**src/rtl/serial_adder.sv**
```systemverilog
// Bit-serial WIDTH-bit adder: one fulladder cell, one bit per clock LSB-first,
// carry held in a flip-flop between bits, one-cycle done pulse on completion.

module fulladder (
  input  logic a_i,
  input  logic b_i,
  input  logic c_i,
  output logic s_o,
  output logic c_o
);
  assign s_o = a_i ^ b_i ^ c_i;
  assign c_o = (a_i & b_i) | (c_i & (a_i ^ b_i));
endmodule

module serial_adder #(
  parameter int WIDTH = 8
) (
  input  logic             clk,
  input  logic             rst,
  input  logic             start,
  input  logic [WIDTH-1:0] a,
  input  logic [WIDTH-1:0] b,
  input  logic             cin,
  output logic             busy,
  output logic             done,
  output logic [WIDTH-1:0] sum,
  output logic             cout
);
  localparam int CNT_W = (WIDTH > 1) ? $clog2(WIDTH) : 1;
  localparam logic [CNT_W-1:0] LAST = CNT_W'(WIDTH - 1);

  typedef enum logic [1:0] {IDLE, RUN, DONE} state_t;

  state_t             state_q, state_d;
  logic [WIDTH-1:0]   sa_q, sa_d, sb_q, sb_d, sr_q, sr_d;
  logic [WIDTH-1:0]   sum_q, sum_d;
  logic [WIDTH-1:0]   sr_shift;
  logic [CNT_W-1:0]   cnt_q, cnt_d;
  logic               c_q, c_d, cout_q, cout_d;
  logic               fa_s, fa_c;

  fulladder u_fa (
    .a_i (sa_q[0]),
    .b_i (sb_q[0]),
    .c_i (c_q),
    .s_o (fa_s),
    .c_o (fa_c)
  );

  // New sum bit enters at the MSB; after WIDTH shifts bit 0 holds the LSB.
  assign sr_shift = (sr_q >> 1) | (WIDTH'(fa_s) << (WIDTH - 1));

  always_comb begin
    state_d = state_q;
    sa_d    = sa_q;
    sb_d    = sb_q;
    sr_d    = sr_q;
    c_d     = c_q;
    cnt_d   = cnt_q;
    sum_d   = sum_q;
    cout_d  = cout_q;
    case (state_q)
      IDLE, DONE: begin
        if (start) begin
          sa_d    = a;
          sb_d    = b;
          c_d     = cin;
          cnt_d   = '0;
          state_d = RUN;
        end else begin
          state_d = IDLE;
        end
      end
      RUN: begin
        sr_d  = sr_shift;
        sa_d  = sa_q >> 1;
        sb_d  = sb_q >> 1;
        c_d   = fa_c;
        cnt_d = cnt_q + CNT_W'(1);
        if (cnt_q == LAST) begin
          sum_d   = sr_shift;
          cout_d  = fa_c;
          state_d = DONE;
        end
      end
      default: state_d = IDLE;
    endcase
  end

  always_ff @(posedge clk or posedge rst) begin
    if (rst) begin
      state_q <= IDLE;
      sa_q    <= '0;
      sb_q    <= '0;
      sr_q    <= '0;
      c_q     <= 1'b0;
      cnt_q   <= '0;
      sum_q   <= '0;
      cout_q  <= 1'b0;
    end else begin
      state_q <= state_d;
      sa_q    <= sa_d;
      sb_q    <= sb_d;
      sr_q    <= sr_d;
      c_q     <= c_d;
      cnt_q   <= cnt_d;
      sum_q   <= sum_d;
      cout_q  <= cout_d;
    end
  end

  assign busy = (state_q == RUN);
  assign done = (state_q == DONE);
  assign sum  = sum_q;
  assign cout = cout_q;
endmodule

```
**config.mk**
```make
export PLATFORM = sky130hd
export DESIGN_NAME = serial_adder
export DESIGN_NICKNAME = d
export VERILOG_FILES = /design/src/rtl/serial_adder.sv
export SDC_FILE = /design/constraint.sdc
export NUM_CORES = 1
export LEC_CHECK = 0
export CAP_MARGIN = 20
export CORE_ASPECT_RATIO = 0.5
export CORE_MARGIN = 2
export CORE_UTILIZATION = 55
export DETAILED_ROUTE_END_ITERATION = 8
export PLACE_DENSITY_LB_ADDON = 0.12
export REMOVE_ABC_BUFFERS = 1
export SYNTH_ARGS = -nofsm -noshare
export SYNTH_HDL_FRONTEND = slang
export SYNTH_SLANG_ARGS = --single-unit
```
**constraint.sdc**
```tcl
create_clock -name clk -period 3.91 [get_ports clk]
set_input_delay 0.782 -clock clk [delete_from_list [all_inputs] [get_ports clk]]
set_output_delay 0.782 -clock clk [all_outputs]
set_load 0.005 [all_outputs]
```
Word-level counts from Yosys, hierarchy flattened --
Index checks and enable logic that the tools add are counted.
Storage, ports and cells: bits in registers 39, logic and storage cells 36, bits of input ports 20, output and inout port bits 11
Cells by class: reduce and logical (&&, ||, !) cells 5, add/sub/neg operators 1, equal/unequal tests 5, bitwise operators 6, mux-type cells 11
Operators with widths (number):
- $pmux W8 S2 | 2
- $mux W8 | 2
- $or A7 B8 Y8 | 1
- $pmux W3 S2 | 1
- $pmux W2 S2 | 1
- $reduce_and A2 Y1 | 2
- $add A3 B1 Y3 const B | 1
- $eq A3 B3 Y1 const B | 1
- $mux W3 | 1
- $and A1 B1 Y1 | 2
- $eq A2 B1 Y1 const B | 1
- $eq A2 B2 Y1 const B | 1
- $logic_not A2 Y1 | 1
- $mux W1 | 2
- $mux W2 | 1
- $ne A2 B1 Y1 const B | 1
- $ne A2 B2 Y1 const B | 1
- $pmux W1 S2 | 1
- $reduce_bool A2 Y1 | 1
- $reduce_or A2 Y1 | 1
- $xor A1 B1 Y1 | 2
- $or A1 B1 Y1 | 1

Depth between registers and ports, before layout --
depth after elaboration 4, gate-level depth with buffers 6, mapped depth without buffers 4

Modules after synthesis --
From an unflattened synthesis, not the netlist that was laid out.
Unflattened totals: cell total of the unflattened synthesis 142, area, all modules 1616.6 µm²
By module, submodules not included:
- serial_adder | cells each 141, times used 1, area each 1596.5 µm², seq. area each 950.9 µm²
- fulladder | cells each 1, times used 1, area each 20.0 µm², seq. area each 0.0 µm²

Worst setup path after synthesis --
OpenSTA, ideal clock, no wires.
path type reg2out, start point register state_q[1], end point output port busy, slack 2.368 ns, data required time 3.128 ns, stages on the path, launching flop included 4, buffers on the path 1, data arrival time 0.760 ns, cell sequence dfrtp_1 nand2b_4 buf_6 inv_8
Between the ends: word-level cells in the longest chain between the ends 1
RTL lines:
- start: declaration | line 34 | state_t state_q, state_d;
- start signal: assignment | line 101 | state_q <= state_d;
- $eq A2 B1 Y1 | line 112 | assign busy = (state_q == RUN);
- end: declaration | line 24 | output logic busy,
Every way passes these cells.

Worst setup path after layout --
start point register state_q[0], end point output port busy
The elaborated chain is that of the path after synthesis.

==> results.md <==
- Status: completed
- Num Clock Sinks: 38
- NetSw: 0.000519 W
- Switching Fraction: approximately 33%
- Pint: 0.00104 W
- Startpoint types: register
- CORE AREA: 2940 um^2
- Dominant cell type by area after synthesis: dfrtp_1
- Critical R2R Launch: state_q[0]
- Share of layout cells above drive strength 1: 11.6%
- Worst-case clock buffer depth: 2
- Router iterations before antenna repair: 4
- Min Tclk post-route: 2.53 ns
- Mapped Area: roughly 1700 um^2
- Die area: ~3500 um^2
- Worst-Skew Late Latency: 0.28 ns
- # setup viols final: 0
- Static leakage: 1.01 nW
- # nets final: 197
- Final ANT Viol Nets: 0
- TritonCTS clock tree: built
- Die width: 81.6 um
- Reg clk slew, reported paths: 0.07 ns
- Root Driver: clkbuf_8
- Warnings from Yosys: 0
- Routing usage on met3: 7.02%
- Port bufs: 30
- Met1 Use GR: 23.9%
- Vias in the first global route: approximately 1100
- Final TNS setup: 0 ns
- CP max stage delay: 0.53 ns
- FF-to-FF End: sb_q[7]
- Worst Path Required: 3.13 ns
- Max transition margin: 57.1%
- RSZ-0062 raised after global routing: false
- GRT Total Usage: 19.1%
- Avg Inst Size Synth: 11.5 um^2
- Routed via count: ~1100
- Register area: 951 um^2
- # rows: 14
- Crit Path Max Fanout: 24
- Post-synth EDFFs: 0
- DRC: 0
- Pin count of the biggest net entering global routing: 39
- DP HPWL: 1870 um
- CTS resizes: 0
- Post-cts hold buffer count: 0
- I/O pin total: 31
- Worst vdd ir: around 0.37 mV
- # H-tree levels: 2
- Initial antenna violation count: 0
- Reg-to-reg slack, setup: 2.36 ns
- Fmax: 396 MHz
- Fillers: 240
- #FFs+latches synth: 38
- Remaining global-route overflow: 0
- DIE HEIGHT: 42.8 um
- First DRT Iteration DRCs: 46
- Crit path DAT: 1.74 ns
- Core Util, Final: between 60% and 70%
- Final hold vios: 0
- Critical path startpoint: state_q[0]
- Critical path cell sequence: nand2b_4 -> inv_8 -> clkdlybuf4s50_1
- Clock Power Share: 16.6%
- First-pass GRT wire length: 4910 um
- ANT cells: 0
- Synth-to-layout area growth: 22.8%
- Most frequent cells after synthesis: 38 x dfrtp_1, 21 x nand2_1, 18 x inv_1, 15 x a21oi_1, 15 x o22ai_1
- Synth unique cells: 24
- Post-Syn Instances: 144
- M2 GR Usage: a little under a third
- Max_cap viols: 0
- Global route hottest layer: met2
- Post-synthesis async set-or-reset flop share: 100%
- Ranking of synthesized cells by area: dfrtp_1 57%, mux2_4 8.2%, o22ai_1 5.7%, nand2_1 4.8%, a21oi_1 4.5%
- Max Slew Vio Count: 0
- Setup repair bufs after CTS: 0
- Multi-input gate area: between 500 and 600 um^2
- Count leader, synth: dfrtp_1
- Combinational cell fraction of total power: 38.8%
- Post-DR wirelength/cell: between 10 and 15 um
- Initial Util: 56.3%
- Top_reg_cell synth: dfrtp_1
- CTS buffer count: 5
- Hold/Removal Path Class: register to register
- Reg2Reg Depth: 3
- Final wirelength: ~2800 um
- Post-synth top area share: 57.4%
- Worst slew pin tran: between 0.6 and 0.7 ns
- Sequential share of power: 44.5%
- Vias/cell: 5.15
- Fin crit share: 64.6%
- Register area share after synthesis: ~57%
- Critical Path End Type: output port
- Clock Skew: roughly 0.0042 ns
- GP Congestion: 0.708
- Crit path max-delay cell type: dfrtp_1
- CP Class: register to output port
- End point of the critical path: busy
- Power density cells: 767 nW/um^2
==> worst min path at each step <==
| stage | from | to | slack, ns | cells past startpoint |
|---|---|---|---|---|
| 3_3_place_gp | sr_q[1] | sr_q[1] | 0.46 | 2 |
| 4_1_cts | sr_q[1] | sr_q[1] | 0.49 | 2 |
| 3_5_place_dp | sr_q[1] | sr_q[1] | 0.47 | 2 |
| 6_report | sr_q[1] | sr_q[1] | 0.48 | 2 |
| 2_1_floorplan | sr_q[1] | sr_q[1] | 0.45 | 2 |
| 5_1_grt | sb_q[7] | sb_q[7] | 0.52 | 1 |
==> final cells by class <==
type | instances | area share [%]
Sequential cell | 38 | 46.7
Multi-Input combinational cell | 79 | 27.8
Tap cell | 40 | 2.46
Timing Repair Buffer | 31 | 15.1
Inverter | 19 | 3.87
Clock buffer | 6 | 4.06
==> per-layer routing <==
layer  vias to the layer above  share of wire (%)
met5                         -                  0
met4                         0               0.74
met3                         2                5.3
met2                        31                 45
met1                       522                 49
li1                        542                  -
==> worst max-delay path: cells and delay by family, from the launching register on <==
kind	cells	cell delay (ns)
DFF	1	0.53
and+or+nand+nor	1	0.25
buffers and inverters	2	0.68
==> sequential cells by signal, indices dropped and copies added, names as in the netlist <==
register,count
sa_q,8
sb_q,8
sum,8
sr_q,7
cnt_q,3
state_q,2
c_q,1
cout,1
==> cell families after synthesis <==
family,after synthesis,synth area share [%]
flops,38,57.4
compound gates,37,13.4
buf+inv,27,8.53
simple gates,27,8.08
mux,11,9.43
fa+ha+maj,3,2.72
xor+xnor,1,0.528
==> stage by stage <==
| stage | hold slack, ns | setup WS [ns] | area (um^2) | power (W) | instances |
|---|---|---|---|---|---|
| after global routing | 0.519 | 1.29 | 2040 | 0.00169 | 213 |
| after global placement | 0.460 | 1.70 | 1950 | 0.00128 | 207 |
| after floorplan | 0.446 | 2.27 | 1600 | 0.00109 | 136 |
| after detailed placement | 0.472 | 1.70 | 1950 | 0.00131 | 207 |
| after CTS | 0.487 | 1.38 | 2040 | 0.00158 | 213 |
| final | 0.483 | 1.38 | 2040 | 0.00156 | 213 |
==> power groups by stage <==
stage	logic (W)	clock network [W]	registers (W)
after global routing	0.000687	0.000281	0.000718
after global placement	0.000588	0	0.000692
after CTS	0.000615	0.000267	0.000696
after floorplan	0.000416	0	0.000677
after detailed placement	0.000613	0	0.000700
final	0.000606	0.000260	0.000695
==> cells in the final DEF, fill, tap and decap left out <==
cell             synthesis  final
mux2i_1                  1      1
clkbuf_8                 0      6
nand2b_1                 1      1
ha_1                     2      2
inv_8                    1      1
a21oi_1                 15     15
mux2_2                   1      1
nand2_1                 21     21
o21ai_0                  2      2
o22ai_1                 15     15
nand3_1                  1      1
mux2_4                   9      9
a22o_1                   4      4
clkdlybuf4s50_1          0     30
xnor2_1                  1      1
nand2b_4                 1      1
nor2_1                   1      1
buf_4                    4      1
a21o_1                   1      1
nor2b_1                  1      1
inv_1                   18     18
nand2_8                  1      1
dfrtp_1                 38     38
fa_1                     1      1
No activity file was read; power rests on OpenSTA's default activity.
